### src/rtl/atm_light_est_20b.sv
`default_nettype none
// ============================================================================
// Module      : atm_light_est_20b
// Description : Frame-wide maximum tracker with first-occurrence (x,y) and a
//               valid/ready result hold, feeding the atmospheric-light stage.
// Revision    : 1.0 - initial release
// ============================================================================
module atm_light_est_20b #(
  parameter int DATA_W = 20,
  parameter int IMG_W  = 640,
  parameter int IMG_H  = 480,
  parameter int X_W    = 10,
  parameter int Y_W    = 9
) (
  input  logic              clk,
  input  logic              rst,
  input  logic              in_valid,
  output logic              in_ready,
  input  logic [DATA_W-1:0] in_data,
  input  logic              in_sof,
  output logic              out_valid,
  input  logic              out_ready,
  output logic [DATA_W-1:0] out_max,
  output logic [X_W-1:0]    out_x,
  output logic [Y_W-1:0]    out_y,
  output logic              frame_err
);

  localparam logic [X_W-1:0] C_LAST_X  = X_W'(IMG_W - 1);
  localparam logic [Y_W-1:0] C_LAST_Y  = Y_W'(IMG_H - 1);
  localparam logic [X_W-1:0] C_START_X = X_W'((IMG_W == 1) ? 0 : 1);
  localparam logic [Y_W-1:0] C_START_Y = Y_W'((IMG_W == 1) ? 1 : 0);
  localparam bit             C_SINGLE  = (IMG_W * IMG_H == 1);

  typedef enum logic [1:0] {
    S_IDLE  = 2'd0,
    S_ACCUM = 2'd1,
    S_HOLD  = 2'd2
  } state_t;

  state_t            state, state_n;
  logic [DATA_W-1:0] cur_max, cur_max_n;
  logic [X_W-1:0]    max_x, max_x_n, col, col_n;
  logic [Y_W-1:0]    max_y, max_y_n, row, row_n;
  logic              load, err_n;
  logic [DATA_W-1:0] res_max;
  logic [X_W-1:0]    res_x;
  logic [Y_W-1:0]    res_y;
  logic              accept, upd, last_pix;

  assign in_ready  = (state != S_HOLD);
  assign out_valid = (state == S_HOLD);
  assign accept    = in_valid & in_ready;
  assign upd       = (in_data > cur_max);
  assign last_pix  = (col == C_LAST_X) && (row == C_LAST_Y);

  always_ff @(posedge clk) begin
    if (rst) state <= S_IDLE;
    else     state <= state_n;
  end

  always_comb begin
    state_n   = state;
    cur_max_n = cur_max;
    max_x_n   = max_x;
    max_y_n   = max_y;
    col_n     = col;
    row_n     = row;
    err_n     = 1'b0;
    load      = 1'b0;
    res_max   = cur_max;
    res_x     = max_x;
    res_y     = max_y;
    case (state)
      S_IDLE, S_ACCUM: begin
        if (accept && in_sof) begin
          // A start-of-frame always restarts, even mid-frame.
          err_n     = (state == S_ACCUM);
          cur_max_n = in_data;
          max_x_n   = '0;
          max_y_n   = '0;
          col_n     = C_START_X;
          row_n     = C_START_Y;
          res_max   = in_data;
          res_x     = '0;
          res_y     = '0;
          if (C_SINGLE) begin
            load    = 1'b1;
            state_n = S_HOLD;
          end else begin
            state_n = S_ACCUM;
          end
        end else if (accept && state == S_ACCUM) begin
          if (upd) begin
            cur_max_n = in_data;
            max_x_n   = col;
            max_y_n   = row;
          end
          res_max = cur_max_n;
          res_x   = max_x_n;
          res_y   = max_y_n;
          if (last_pix) begin
            load    = 1'b1;
            state_n = S_HOLD;
          end else if (col == C_LAST_X) begin
            col_n = '0;
            row_n = row + 1'b1;
          end else begin
            col_n = col + 1'b1;
          end
        end
      end
      S_HOLD: begin
        if (out_ready) state_n = S_IDLE;
      end
      default: state_n = S_IDLE;
    endcase
  end

  always_ff @(posedge clk) begin
    if (rst) begin
      cur_max   <= '0;
      max_x     <= '0;
      max_y     <= '0;
      col       <= '0;
      row       <= '0;
      frame_err <= 1'b0;
      out_max   <= '0;
      out_x     <= '0;
      out_y     <= '0;
    end else begin
      cur_max   <= cur_max_n;
      max_x     <= max_x_n;
      max_y     <= max_y_n;
      col       <= col_n;
      row       <= row_n;
      frame_err <= err_n;
      if (load) begin
        out_max <= res_max;
        out_x   <= res_x;
        out_y   <= res_y;
      end
    end
  end

endmodule
`default_nettype wire
### config.mk
export PLATFORM = sky130hd
export DESIGN_NAME = atm_light_est_20b
export DESIGN_NICKNAME = d
export VERILOG_FILES = /design/src/rtl/atm_light_est_20b.sv
export SDC_FILE = /design/constraint.sdc
export NUM_CORES = 1
export LEC_CHECK = 0
export ABC_CLOCK_PERIOD_IN_PS = 2800
export CORE_AREA = 2 2 100 102
export CTS_CLUSTER_SIZE = 30
export DETAILED_ROUTE_END_ITERATION = 6
export DIE_AREA = 0 0 102 104
export PLACE_DENSITY = 0.68
export SLEW_MARGIN = 5
export SYNTH_ARGS = -nofsm -noshare
export SYNTH_HDL_FRONTEND = slang
export SYNTH_SLANG_ARGS = --single-unit
### constraint.sdc
create_clock -name clk -period 2.8 [get_ports clk]
set_clock_uncertainty 0.1 [all_clocks]
set_input_delay 0.56 -clock clk [delete_from_list [all_inputs] [get_ports clk]]
set_output_delay 0.56 -clock clk [all_outputs]
set_load 0.02 [all_outputs]
==> reports/results.md <==
## Outcome
• run status: finished clean

## CTS
• CTS tree: yes
• buffer cell driving the clock tree root: clkbuf_8
• clk slew on worst S/H paths: 0.09 ns
• Clock Tree Buf Depth: 2
• number of buffers inserted during clock tree synthesis: 9
• clock latency of the later-clocked register in the worst-skew pair: 0.36 ns
• H-tree level count: 3
• sink count of the clock tree: 100

## Synthesis
• synthesized net count: 517
• fraction of registers with async set/reset: 0%
• gate count of the mapped netlist: 470
• main combinational cell family by area after synthesis: simple AND/OR/NAND/NOR gates
• simple logic cell fraction of the synthesized area: 18.0%
• arithmetic-cell share of the synthesized area counting full adders, half adders and majority gates: 6.53%
• Netlist Area Pre-Place: 4220 sq um
• dominant cells by area after synthesis: dfxtp_1 47%, nor2_1 7.4%, ha_1 6.5%
• count of cell types in the netlist: 40
• share of the yosys chip area belonging to registers: 47.5%
• multiplexer share of the synthesized area: 4.99%
• number of register bits inferred by synthesis: 100
• library cell with the largest summed area after synthesis: dfxtp_1
• Yosys top cell area share: 47.5%
• flip-flop cell with the highest count after synthesis: dfxtp_1
• xor and xnor area share after synthesis: 2.49%
• share of the synthesized area in compound gates (AO/OA/AOI/OAI): 15.2%
• number of warnings printed during yosys synthesis: 0
• Mean Syn Cell Area: 8.97 sq um
• count of flip-flops with a built-in enable after synthesis: 0

## Global route
• total global routing overflow: 0
• initial antenna violation count: 0
• first-pass GRT wire length: 16.2 mm
• vias in the first global route: 3422
• largest net degree at the start of global routing: 54
• global routing usage summed across all routing layers: 18.9%

## Floorplan
• row cnt: 36
• area enclosed by the die boundary: 10600 sq um
• top-level I/O count: 67
• initial core utilization: 44.1%
• standard cell core area: 9550 sq um
• vertical die dimension: 104 um
• Die Wd: 102 um

## Pwr
• static power due to leakage: 2.10 nW
• maximum vdd ir drop: 0.000284 V
• total power of the final layout: 0.00291 W
• power per cell area: 505 nW/um^2

## Layout
• growth of design area from synthesis to finish: 36.5%
• area taken by multi-input logic gates: 2280 sq um
• register area: 2010 sq um
• fraction of layout cells with a size suffix above 1: 15.9%
• Final #Nets: 597
• ant diodes: 0
• number of filler cells placed in the layout: 805
• final core area utilization: 60.2%

## Worst setup path
• classification of the worst setup path: primary input to register
• slowest stage cell, crit path: a311o_2
• critical path buffer and inverter count: 4
• category of the worst setup path launch point: primary input
• worst-path maximum fanout: 6
• critical path, cell by cell: dlygate4sd2_1 -> ha_1 -> nand4_1 -> buf_4 -> nor4_4 -> a21oi_2 -> a311o_2 -> buf_6 -> buf_12 -> mux2i_2 -> a211oi_1
• Worst EP required: 2.96 ns
• delay of the slowest cell on the worst path: 0.40 ns
• type of element capturing the critical path: register
• critical path's top delay family: compound AO/OA/AOI/OAI gates
• critical path arrival: 2.95 ns

## Job
• Max-cap violations: 0

## Timing
• worst-case headroom to the max-slew limit: 64.5%
• max-slew violation total from the final report: 0
• transition at the pin with the smallest max-transition slack: 0.532 ns
• Setup violations, final: 0
• maximum clock rate: 359 MHz
• crit share post-route: 99.4%
• setup TNS: 0 ns
• final-layout worst hold slack: 0.358 ns
• count of final hold-check violations: 0
• Tmin final: 2.78 ns

## Min path
• path category of the worst min-delay check: register to register

## Drt
• highest layer used for signal routing: met4
• First-pass DRT Iterations: 4
• routed length on met1: 4.64 mm
• number of design rule violations left after detail routing: 0
• iteration-0 DRC count of the detailed router: 141
• Total Wirelength: 9.83 mm
• antenna-violating nets left: 0
• detailed route wirelength on metal3: 382 um
• routed length per instance: 14.3 um
• via-per-instance ratio: 5.15
• routed wire length on met2: 4.72 mm
• via count of the routed design: 3540

## Placed design
• count of buffers from port buffering: 66
• total half-perimeter wirelength after legalization and detailed placement: 6.73 mm
• Final Wtd Congestion: 0.835

-- layout make-up --
type / count / share of cell area, %
multi-input combinational: 320 / 39.6
sequential: 100 / 34.9
timing repair buffer: 96 / 17.0
tap: 133 / 2.89
clock buffer: 10 / 2.22
clock inverter: 6 / 1.96
inverter: 23 / 1.50
-- worst paths after layout --
kind / cells past startpoint / slack (ns) / startpoint / end
worst max register to register: 11 / 0.05 / cur_max[18] / out_max[16]
worst max-delay path: 11 / 0.02 / in_data[13] / out_max[16]
worst min-delay path: 2 / 0.36 / out_x[8] / out_x[8]
worst min register to register: 2 / 0.36 / out_x[8] / out_x[8]
-- flip-flops by register name, indices dropped and copies added, names as in the netlist --
signal	count
out_y	9
out_max	20
row	9
col	10
out_x	10
max_x	10
frame_err	1
cur_max	20
state	2
max_y	9
-- cells by family (layout without fill, tap and decap cells) --
kind of cell               after synthesis  in the layout
and+or+nand+nor                        172            172
xor gates and xnor gates                12             12
adders and majority gates               22             22
DFF                                    100            100
muxes                                   21             21
buffers and inverters                   50            135
AOI/OAI and AO/OA                       93             93
-- cell usage after synthesis, types with 4 or more instances --
cell        n
a211oi_1   26
a21o_1      4
a21oi_1    30
a22oi_1     7
a311oi_1   12
buf_2       6
clkbuf_1   16
dfxtp_1   100
ha_1       22
inv_1      23
mux2i_1    21
nand2_1    43
nand3_1    14
nand4_1     7
nor2_1     83
nor4_1      4
o21ai_0     5
or3_1       4
xnor2_1     5
xor2_1      7
-- worst reg2reg max path: stages, from the launching register on --
cell and delay (ns):
dfxtp_2 0.36, inv_1 0.07, ha_4 0.27, nand4_1 0.15
buf_6 0.17, nor4_4 0.31, a21oi_2 0.12, a311o_2 0.40
buf_6 0.15, buf_12 0.15, mux2i_2 0.16, a211oi_1 0.25
-- layout by cell type (no fill, tap or decap), types with 3 or more instances in the layout --
cell type	count
mux2i_1	11
dlygate4sd2_1	8
a22oi_1	3
a311oi_1	10
dfxtp_1	97
nand4_1	7
or3_1	4
xor2_1	7
nand2b_1	3
mux2i_4	4
nand2_1	43
and3_1	3
a21oi_1	26
xnor2_1	5
nand3_1	13
dfxtp_2	3
nor2_1	83
bufinv_16	3
a211oi_1	20
o21ai_0	4
buf_12	3
a21oi_2	4
dlymetal6s2s_1	6
buf_6	4
clkbuf_8	9
buf_4	21
ha_1	17
a21o_1	4
a211oi_2	5
ha_4	5
clkdlybuf4s50_1	49
mux2i_2	6
a22oi_2	4
inv_1	23
-- power by group --
| part | internal (W) | total, W | switching, W | leakage [nW] |
|---|---|---|---|---|
| registers | 0.00145 | 0.00146 | 0.0000186 | 0.810 |
| clock network | 0.000596 | 0.00109 | 0.000490 | 0.120 |
| logic | 0.000171 | 0.000355 | 0.000184 | 1.17 |
| total | 0.00221 | 0.00291 | 0.000692 | 2.10 |
-- per-layer routing --
metal	GRT usage [%]	vias to the layer above
met3	2.28	6
li1	-	1802
met1	26.8	1671
met5	0	-
met4	6.67	0
met2	29.5	61
-- repair_timing --
action,CTS,global route
resized for setup,30,40
pin swaps,29,18
gates cloned,1,1
buffers inserted,3,2
endpoints found under the setup margin,65,69
hold buffers,0,0
-- metrics by stage --
| stage | cells | area (sq um) | worst slack (ns) |
|---|---|---|---|
| 2_1_floorplan | 470 | 4220 | 0.109 |
| 3_3_place_gp | 665 | 5120 | -0.493 |
| 3_5_place_dp | 665 | 5120 | -0.531 |
| 4_1_cts | 685 | 5530 | 0.00130 |
| 5_1_grt | 688 | 5750 | -0.0804 |
| 6_report | 688 | 5750 | 0.0167 |
(Power assumes the default switching activity.)
